## config.mk

```make
export PLATFORM = sky130hd
export DESIGN_NAME = register_file_mp
export DESIGN_NICKNAME = d
export VERILOG_FILES = /design/src/rtl/register_file_mp.sv
export SDC_FILE = /design/constraint.sdc
export NUM_CORES = 2
export LEC_CHECK = 0
export BUFFER_PORTS_ARGS = -buffer_cell sky130_fd_sc_hd__buf_2
export CAP_MARGIN = 20
export CELL_PAD_IN_SITES_DETAIL_PLACEMENT = 1
export CELL_PAD_IN_SITES_GLOBAL_PLACEMENT = 1
export CORE_ASPECT_RATIO = 0.9
export CORE_MARGIN = 5
export CORE_UTILIZATION = 50
export DETAILED_ROUTE_END_ITERATION = 10
export HOLD_SLACK_MARGIN = 0.05
export PLACE_DENSITY_LB_ADDON = 0.1
export SETUP_SLACK_MARGIN = 0.15
export SLEW_MARGIN = 20
export SYNTH_ARGS = -nofsm -noshare
export SYNTH_HDL_FRONTEND = slang
export SYNTH_SLANG_ARGS = --single-unit
```

## constraint.sdc

```tcl
create_clock -name clk -period 5.63 [get_ports clk]
set_input_delay 0.2815 -clock clk [delete_from_list [all_inputs] [get_ports clk]]
set_output_delay 0.2815 -clock clk [all_outputs]
set_load 0.01 [all_outputs]
```

## src/rtl/register_file_mp.sv

```systemverilog
// register_file_mp: multi-port integer register file with write-to-read bypass and a per-register pending scoreboard.
module register_file_mp #(
  parameter int XLEN   = 32,
  parameter int NREGS  = 32,
  parameter int NREAD  = 2,
  parameter int NWRITE = 2,
  parameter int BYPASS = 1,
  localparam int AW    = (NREGS > 1) ? $clog2(NREGS) : 1
) (
  input  logic                   clk,
  input  logic                   rst,
  input  logic [NREAD*AW-1:0]    ra,
  output logic [NREAD*XLEN-1:0]  rd,
  output logic [NREAD-1:0]       busy,
  input  logic [NWRITE-1:0]      we,
  input  logic [NWRITE*AW-1:0]   wa,
  input  logic [NWRITE*XLEN-1:0] wd,
  input  logic                   iss_en,
  input  logic [AW-1:0]          iss_addr
);
  localparam logic [AW:0] NR = (AW+1)'(NREGS);
  logic [XLEN-1:0] r_mem [NREGS];
  logic [NREGS-1:0] r_pend;
  logic [NREGS-1:0] w_pend;
  logic [AW-1:0] w_wa [NWRITE];
  logic [XLEN-1:0] w_wd [NWRITE];
  // x0 and addresses past the end of the array never hold state
  function automatic logic f_ok(input logic [AW-1:0] a);
    return (a != '0) && ({1'b0, a} < NR);
  endfunction
  for (genvar j = 0; j < NWRITE; j++) begin : g_wr
    assign w_wa[j] = wa[j*AW +: AW];
    assign w_wd[j] = wd[j*XLEN +: XLEN];
  end
  // later ports are visited last, so the highest-index writer wins
  always_ff @(posedge clk) begin
    if (rst) begin
      for (int k = 0; k < NREGS; k++) r_mem[k] <= '0;
      r_pend <= '0;
    end else begin
      for (int j = 0; j < NWRITE; j++)
        if (we[j] && f_ok(w_wa[j])) r_mem[w_wa[j]] <= w_wd[j];
      r_pend <= w_pend;
    end
  end
  // a same-cycle issue supersedes the retiring write's clear
  always_comb begin
    w_pend = r_pend;
    for (int j = 0; j < NWRITE; j++)
      if (we[j] && f_ok(w_wa[j])) w_pend[w_wa[j]] = 1'b0;
    if (iss_en && f_ok(iss_addr)) w_pend[iss_addr] = 1'b1;
  end
  for (genvar i = 0; i < NREAD; i++) begin : g_rd
    logic [AW-1:0] w_a;
    logic w_hit;
    logic [XLEN-1:0] w_byp;
    assign w_a = ra[i*AW +: AW];
    always_comb begin
      w_hit = 1'b0;
      w_byp = '0;
      for (int j = 0; j < NWRITE; j++)
        if (BYPASS != 0 && we[j] && w_wa[j] == w_a) begin
          w_hit = 1'b1;
          w_byp = w_wd[j];
        end
    end
    assign rd[i*XLEN +: XLEN] = !f_ok(w_a) ? '0 : w_hit ? w_byp : r_mem[w_a];
    assign busy[i] = f_ok(w_a) && r_pend[w_a] && !w_hit;
  end
endmodule

```

==> impl_metrics.env <==
export IMPL_drc=1
export IMPL_start_util_pct=50.1
export IMPL_violations="design-rule violations"
export IMPL_yosysSeqAreaShare_pct=51.1
export IMPL_clk_pin_slew_worst_paths_ps=60
export IMPL_wl_per_cell_um=50.0
export IMPL_critPathSlowestCell="and2_2"
export IMPL_slew_headroom_pct=16.5
export IMPL_yosysMostFrequentCell="a22o_1"
export IMPL_synth_area_um2=61400
export IMPL_worst_hold_slack_ps=124
export IMPL_min_from="rst"
export IMPL_cts_tree="done"
export IMPL_yosysTopAreaCell="edfxtp_1"
export IMPL_grt_max_degree=100
export IMPL_synth_area_leaders="edfxtp_1, mux4_2, a22o_1"
export IMPL_synth_seq_cells=1056
export IMPL_clk_latency_ps=720
export IMPL_detail_route_first_pass_iterations=9
export IMPL_die_area_um2=130000
export IMPL_hold_path_class="primary input to register"
export IMPL_layout_cells_non_filler=5655
export IMPL_clk_path_buf_depth=3
export IMPL_outcome="complete, but fails checks"
export IMPL_cts_sinks=1056
export IMPL_ioPinCount=160
export IMPL_finClkSkew_ps=0
export IMPL_crit_buf_inv=3
export IMPL_rows=122
export IMPL_die_h_um=342
export IMPL_fin_nets=4035
export IMPL_dr_total_vias=48600
export IMPL_path_cells="buf_8, xnor2_1, nand2_1, or2_2, buf_4, and2_2, a31oi_1, buf_2"
export IMPL_cts_root_buffer="clkbuf_16"
export IMPL_cts_setup_buffers=0
export IMPL_coreArea_um2=122000
export IMPL_synth_area_mux_share_pct=21.6
export IMPL_vias_per_cell=8.60
export IMPL_p_leak_nw=22.5
export IMPL_dp_hpwl_mm=165
export IMPL_synthTopCellsByCount="a22o_1, edfxtp_1, mux4_2, clkbuf_1, buf_2"
export IMPL_max_stage_delay_ps=980
export IMPL_numCtsBuffers=115
export IMPL_yosys_area_share_simple_pct=2.85
export IMPL_worst_slew_pin_transition_ps=1250
export IMPL_rsz0062_at_grt="false"
export IMPL_critical_path_class="primary input to output port"
export IMPL_grt_usage_pct=42.7
export IMPL_dp_cells=5423
export IMPL_avgSynthCellArea_um2=14.9
export IMPL_grt_overflow=0
export IMPL_p_per_area_nw_per_um2=296
export IMPL_synth_edf_count=1024
export IMPL_setup_viol=0
export IMPL_slew_viol_final=0
export IMPL_required_ps=5350
export IMPL_synth_adder_area_share_pct=0
export IMPL_grt_pass1_vias=48200
export IMPL_synth_top_family_by_area="multiplexers"
export IMPL_die_w_um=379
export IMPL_synth_compound_area_share_pct=18.8
export IMPL_h_tree_depth=3
export IMPL_fmax_ghz=0.245
export IMPL_wirelength_mm=283
export IMPL_crit_family="buffers and inverters"
export IMPL_yosysUniqueCellTypes=62
export IMPL_synthXorXnorAreaFrac_pct=0.285
export IMPL_period_share_pct=72.6
export IMPL_startpoint="ra[1]"
export IMPL_cap_violations=0
export IMPL_async_reset_ff_share_pct=0
export IMPL_ys_warn_count=0
export IMPL_grt_pass1_wl_mm=385
export IMPL_hold_violations=0
export IMPL_synth_top_area_share_pct=50.1
export IMPL_gp_congestion=0.938
export IMPL_ir_drop_mv=0.262
export IMPL_antenna_found_initial=9
export IMPL_drive_gt1_share_pct=29.6
export IMPL_first_iter_violations=8745
export IMPL_antenna_left=0
export IMPL_portBuffers=159
export IMPL_worstSetupEndpointType="output port"
export IMPL_synth_cells=4117
export IMPL_period_minus_slack_ps=4090
export IMPL_cp_max_fo=64
export IMPL_ff2ff_setup_slack_ps=4930
export IMPL_ys_flop_type="edfxtp_1"
export IMPL_area_delta_synth_final_pct=10.0
export IMPL_setup_tns_ps=0
export IMPL_r2r_start="r_pend[26]$_SDFF_PP0_"
export IMPL_start_kind="primary input"
export IMPL_arrival_ps=3810
==> logic make-up (layout without fill, tap and decap cells) <==
| logic type | after synthesis | in the layout |
|---|---|---|
| other | 1 | 41 |
| buffers and inverters | 724 | 610 |
| and+or+nand+nor | 329 | 329 |
| DFF | 1056 | 1056 |
| AOI/OAI and AO/OA | 1355 | 1355 |
| muxes | 632 | 632 |
| xor gates and xnor gates | 20 | 20 |
==> metrics by stage <==
stage	total power, mW	worst slack [ps]	utilization (%)	cell area (µm²)
global placement	12.3	1720	52.0	63600
CTS	19.8	1690	55.1	67400
finish	20.0	1540	55.2	67500
floorplan	11.2	2380	-	61500
detailed placement	12.4	1650	52.0	63700
global route	20.3	1520	55.1	67500
==> report_power, final <==
part / internal [mW] / leakage, nW / switching (mW)
Clock: 4.25 / 1.78 / 3.35
Combinational: 1.09 / 10.6 / 1.88
Sequential: 9.12 / 10.1 / 0.278
Total: 14.5 / 22.5 / 5.51
==> worst paths after layout <==
kind,cells past startpoint,endpoint
min reg2reg,1,r_pend[0]$_SDFF_PP0_
max,8,rd[24]
min,1,r_mem[0][22]$_DFFE_PP_
max reg2reg,2,r_pend[26]$_SDFF_PP0_
==> state kept, by name (all words and copies together) (netlist names) <==
name    count
r_mem    1024
r_pend     32
==> per-layer routing <==
layer | wire length (µm) | GRT usage, %
met5 | 27 | 0
met4 | 20900 | 24.6
met3 | 48100 | 17.5
met2 | 117000 | 59.5
met1 | 96400 | 56.5
==> layout make-up <==
cell class	instances	area (µm²)
timing repair buffer	359	2590
clock inverter	63	527
fill	11300	54900
clock buffer	147	3120
multi-input combinational	2368	27700
antenna	9	22.5
tap	1612	2020
sequential	1056	31400
inverter	41	154
==> what timing repair did <==
action / in CTS / in global routing
resized for setup: 0 / 0
endpoints found under the hold margin: 29 / 0
hold buffers: 10 / 0
==> cell usage in the layout (no fill, tap or decap), drive strengths merged, types with 41 or more instances in the layout <==
| cell | netlist | routed |
|---|---|---|
| clkbuf | 323 | 147 |
| nor2 | 80 | 80 |
| mux4 | 551 | 551 |
| inv | 40 | 41 |
| a22o | 1066 | 1066 |
| buf | 360 | 349 |
| a31oi | 64 | 64 |
| o221ai | 88 | 88 |
| clkinv | 1 | 53 |
| nor3 | 54 | 54 |
| mux2i | 67 | 67 |
| nand2 | 101 | 101 |
| edfxtp | 1024 | 1024 |
==> worst register-to-register path, stage by stage, from the launching register on <==
cell and delay (ps):
dfxtp_1 390, inv_1 80, o22ai_1 160
No activity file was read; power rests on OpenSTA's default activity.
